**config.mk**
```make
export PLATFORM = sky130hd
export DESIGN_NAME = alu_shift_sequencer
export DESIGN_NICKNAME = d
export VERILOG_FILES = /design/src/rtl/alu_shift_sequencer_pkg.sv /design/src/rtl/alu_shift_sequencer.sv
export SDC_FILE = /design/constraint.sdc
export NUM_CORES = 1
export LEC_CHECK = 0
export ABC_AREA = 1
export CAP_MARGIN = 30
export CORE_MARGIN = 5
export CORE_UTILIZATION = 45
export CTS_CLUSTER_DIAMETER = 40
export CTS_CLUSTER_SIZE = 20
export DETAILED_ROUTE_END_ITERATION = 16
export PLACE_DENSITY = 0.82
export SYNTH_ARGS = -nofsm -noshare
export SYNTH_HDL_FRONTEND = slang
export SYNTH_SLANG_ARGS = --single-unit
```
**constraint.sdc**
```tcl
create_clock -name Clk -period 2.8 [get_ports Clk]
set_input_delay 0.56 -clock Clk [delete_from_list [all_inputs] [get_ports Clk]]
set_output_delay 0.56 -clock Clk [all_outputs]
set_load 0.05 [all_outputs]
```
**src/rtl/alu_shift_sequencer_pkg.sv**
```systemverilog
// rtl/alu_shift_sequencer_pkg.sv - shared ALU opcodes and shift sequencer state encoding
package alu_shift_sequencer_pkg;

    localparam logic [3:0] ALU_LSH = 4'b0000;
    localparam logic [3:0] ALU_RSH = 4'b0001;
    localparam logic [3:0] ALU_ADD = 4'b0010;
    localparam logic [3:0] ALU_SUB = 4'b0011;
    localparam logic [3:0] ALU_AND = 4'b0100;
    localparam logic [3:0] ALU_OR  = 4'b0101;
    localparam logic [3:0] ALU_XOR = 4'b0110;

    typedef enum logic [1:0] {
        IDLE  = 2'd0,
        SHIFT = 2'd1,
        DONE  = 2'd2
    } shift_seq_state_t;

endpackage

```
**src/rtl/alu_shift_sequencer.sv**
```systemverilog
// rtl/alu_shift_sequencer.sv - N-step shifter driving the single-cycle ALU one bit per cycle
// Optional arithmetic right shift: define SHIFT_SEQ_ARITH_EN to add the Arith input.
module alu_shift_sequencer
    import alu_shift_sequencer_pkg::*;
#(
    parameter int W     = 8,
    parameter int CNT_W = 4
) (
    input  logic             Clk,
    input  logic             Reset,
    input  logic             Start,
    input  logic             Dir,
    input  logic [CNT_W-1:0] Amount,
    input  logic [W-1:0]     DataIn,
    input  logic             FillBit,
`ifdef SHIFT_SEQ_ARITH_EN
    input  logic             Arith,
`endif
    output logic [W-1:0]     AluA,
    output logic [W-1:0]     AluB,
    output logic [3:0]       AluOp,
    output logic             AluSC,
    input  logic [W-1:0]     AluOut,
    input  logic             AluZero,
    output logic             Busy,
    output logic             Done,
    output logic [W-1:0]     Result,
    output logic             ZeroFlag,
    output logic             ShiftOut
);

    localparam logic [CNT_W-1:0] W_CNT = CNT_W'(W);

    shift_seq_state_t state;
    logic [W-1:0]     work;
    logic [CNT_W-1:0] cnt;
    logic             dir_q;
    logic             fill_q;
    logic [W-1:0]     result_q;
    logic             zero_q;
    logic             shout_q;
    logic             done_q;
    logic             busy_q;
    logic [W-1:0]     step_val;
    logic [CNT_W-1:0] sat_amount;
    logic             unused_alu_zero;

`ifdef SHIFT_SEQ_ARITH_EN
    logic             arith_q;
    logic             sign_q;
`endif

    assign unused_alu_zero = AluZero;
    assign sat_amount      = (Amount > W_CNT) ? W_CNT : Amount;

    // Arithmetic mode re-inserts the original sign over the ALU's zero fill.
    always_comb begin
        step_val = AluOut;
`ifdef SHIFT_SEQ_ARITH_EN
        if (dir_q && arith_q)
            step_val = {sign_q, AluOut[W-2:0]};
`endif
    end

    always_ff @(posedge Clk) begin
        if (Reset) begin
            state    <= IDLE;
            work     <= '0;
            cnt      <= '0;
            dir_q    <= 1'b0;
            fill_q   <= 1'b0;
            result_q <= '0;
            zero_q   <= 1'b0;
            shout_q  <= 1'b0;
            done_q   <= 1'b0;
            busy_q   <= 1'b0;
`ifdef SHIFT_SEQ_ARITH_EN
            arith_q  <= 1'b0;
            sign_q   <= 1'b0;
`endif
        end else begin
            done_q <= 1'b0;
            case (state)
                IDLE: begin
                    if (Start) begin
                        work   <= DataIn;
                        dir_q  <= Dir;
                        fill_q <= FillBit;
                        cnt    <= sat_amount;
                        busy_q <= 1'b1;
`ifdef SHIFT_SEQ_ARITH_EN
                        arith_q <= Arith;
                        sign_q  <= DataIn[W-1];
`endif
                        if (sat_amount == '0) begin
                            state    <= DONE;
                            result_q <= DataIn;
                            zero_q   <= (DataIn == '0);
                            shout_q  <= 1'b0;
                            done_q   <= 1'b1;
                        end else begin
                            state <= SHIFT;
                        end
                    end
                end
                SHIFT: begin
                    work    <= step_val;
                    shout_q <= dir_q ? work[0] : work[W-1];
                    cnt     <= cnt - 1'b1;
                    // Result is captured on entry so it is valid alongside Done.
                    if (cnt == CNT_W'(1)) begin
                        state    <= DONE;
                        result_q <= step_val;
                        zero_q   <= (step_val == '0);
                        done_q   <= 1'b1;
                    end
                end
                DONE: begin
                    state  <= IDLE;
                    busy_q <= 1'b0;
                end
                default: state <= IDLE;
            endcase
        end
    end

    assign AluA     = work;
    assign AluB     = '0;
    assign AluOp    = dir_q ? ALU_RSH : ALU_LSH;
    assign AluSC    = fill_q;
    assign Busy     = busy_q;
    assign Done     = done_q;
    assign Result   = result_q;
    assign ZeroFlag = zero_q;
    assign ShiftOut = shout_q;

endmodule

```
==> flow_metrics.tcl <==
set metrics [dict create \
    grt_remaining_overflow 0 \
    max_stage_delay_ns 0.83 \
    routedWlPerCell_um 10.6 \
    initial_core_util_pct 45.9 \
    critPathCaptureType "output pin" \
    via_count 1441 \
    layout_min_cycle_time_ns 2.11 \
    io_pins 59 \
    diodes 0 \
    layout.nets 298 \
    relSlewSlack_pct 54.6 \
    htree_levels 1 \
    combPwrFrac_pct 37.3 \
    hold_viol 0 \
    fin_area_mm2 0.00196 \
    finalCritPeriodShare_pct 75.4 \
    crit_slowest_cell "clkdlybuf4s50_1" \
    endpoint "AluOp[0]" \
    dpl.hpwl_um 2620 \
    worstPathArrival_ns 1.55 \
    drt-vias-per-instance 4.57 \
    outcome "finished clean" \
    synthDistinctLibCells 21 \
    startpoint_type "flip-flop" \
    crit_chain "clkdlybuf4s50_1" \
    fp.dieW_um 67.9 \
    grt_max_degree 24 \
    worstMarginPinSlew_ns 0.681 \
    drv_cap 0 \
    cts.sinks 28 \
    critical_path_buf_inv_count 1 \
    grt_use_total_pct 14.7 \
    power_uw 1050 \
    syn_avg_cell_area_um2 6.64 \
    async_flop_share_pct 0 \
    worst-setup-path-type "reg -> out" \
    place_area_mm2 0.00192 \
    max_freq_mhz 473 \
    cp-startpoint "dir_q" \
    seqPwrFrac_pct 44.1 \
    synth_cells 227 \
    ant_nets 0 \
    cts_buffers 3 \
    dr.pass1.iters 4 \
    finalMaxSlewViolations 0 \
    seq_area_frac_synth_pct 37.2 \
    worstPathRequired_ns 2.24 \
    setup_tns_ns 0 \
    rsz0062_at_grt "false" \
    grt_pass1_wl_um 5240 \
    wl_um 3350 \
    place_congestion 0.838 \
    core-area_mm2 0.00328 \
    die_area_mm2 0.00461 \
    seq_area_um2 561 \
    drt_iter0_drc 73 \
    grt_pass1_vias 1267 \
    drc 0 \
    hp-class "reg -> reg" \
    fin_skew_ns 0.00519 \
    area_delta_synth_final_pct 29.7 \
    p_int_uw 645 \
    drive_gt1_share_pct 5.58 \
    setup_viol 0 \
    netlist_area_mm2 0.00151 \
    r2r_cells 8 \
    power_density_mw_per_mm2 535 \
    cp_max_fo 4 \
    grt_antenna_before_repair 0 \
    ys_seq_elements 28 \
    pwr-share-clk_pct 18.6 \
    synth_warnings 0 \
    cts_resized 0 \
    clkLatencyLatePin_ns 0.33 \
    die_height_um 67.9 \
    root_buffer "clkbuf_4" \
    p_leak_uw 0.000879 \
    vdd_drop_max_mv 0.215 \
    clk_path_buf_depth 2 \
    cts_hold_buf 0 \
    tritoncts "yes" \
    p_switching_uw 402 \
    r2r-end "cnt[0]" \
    post_cts_buffers 0 \
    cp_num_cells 1 \
    timing.rr.start "state[1]" \
    synth_edf_count 0 \
    portBuffers 46 \
    final_cells 315 \
    num_rows 21 \
    reg2reg_setup_slack_ns 1.20 \
    ys.flop_type "dfxtp_1" \
    nFillCells 337 \
    clk_pin_slew_worst_paths_ns 0.14 \
    multi_input_area_um2 743 \
    swShare_pct 38.4 \
    path_delay_family "buffers and inverters" \
    dpl.cell_count 311 \
]
## per-stage QoR
stage / utilization [%] / worst slack [ns] / hold slack [ns]
floorplan: - / 1.47 / 0.464
global placement: 58.4 / 0.766 / 0.463
detailed placement: 58.4 / 0.751 / 0.468
CTS: 59.5 / 0.673 / 0.493
global route: 59.5 / 0.630 / 0.519
finish: 59.5 / 0.687 / 0.489
## metal layers
metal  wire length [um]  global-route usage (%)
met2               1780                    27.1
met5                  0                       0
met4                 76                    6.95
met1               1380                    17.3
met3                115                   0.985
## how the worst min path moves through the flow
stage | start | end | slack (ns) | depth (start not counted)
2_1_floorplan | cnt[3] | cnt[3] | 0.46 | 2
3_3_place_gp | Result[1] | Result[1] | 0.46 | 2
3_5_place_dp | Busy | Busy | 0.47 | 2
4_1_cts | Busy | Busy | 0.49 | 2
5_1_grt | AluSC | AluSC | 0.52 | 2
6_report | Busy | Busy | 0.49 | 2
## power groups by stage
stage          sequential [uW]  clock (uW)  combinational [uW]
3_5_place_dp               471           0                 390
6_report                   462         195                 390
4_1_cts                    462         202                 391
5_1_grt                    467         214                 428
3_3_place_gp               469           0                 385
2_1_floorplan              561           0                 201
## cell usage after synthesis (3+ instances only)
cell type / n / share of area (%)
nor2_1: 47 / 12
a21oi_1: 10 / 3.3
o21ai_0: 19 / 6.3
nand2_2: 3 / 1.2
inv_1: 25 / 6.2
buf_6: 4 / 3.0
nand2_1: 53 / 13
dfxtp_1: 28 / 37
buf_4: 12 / 6.0
nand3_1: 12 / 4.0
## cell usage in the layout, fill, tap and decap left out
cell             netlist  routed
a21oi_1               10      10
clkbuf_4               0       3
clkbuf_8               0       1
clkdlybuf4s50_1        0      46
conb_1                 1      11
dfxtp_1               28      28
ha_1                   2       2
inv_1                 25      25
inv_2                  1       1
nand2_1               53      53
nand2_2                3       3
nand2_4                1       1
nand3_1               12      12
nand3_4                1       1
nor2_1                47      47
nor2_2                 2       2
nor2_4                 1       1
o211ai_1               1       1
o21ai_0               19      19
o21ai_2                2       2
## cell families after synthesis
group / count (synthesis) / share of synthesized area, %
AND/OR/NAND/NOR: 120 / 33.6
buffers and inverters: 44 / 16.0
adder cells (fa/ha/maj): 2 / 1.66
flip-flops: 28 / 37.2
AO/OA/AOI/OAI: 32 / 11.3
other: 1 / 0.249
## flip-flops by register name, summed over array words and instances (netlist names)
register and count:
Busy 1, AluSC 1, AluA 8, Done 1
state 2, ZeroFlag 1, cnt 4, dir_q 1
Result 8, ShiftOut 1
## final cells by class
cell class                 instances  share of cell area [%]
tap                               46                    2.94
multi-input combinational        165                    38.0
inverter                          26                    4.99
timing repair buffer              46                    23.5
clock buffer                       4                    1.86
sequential                        28                    28.7
No activity file was read; power rests on OpenSTA's default activity.
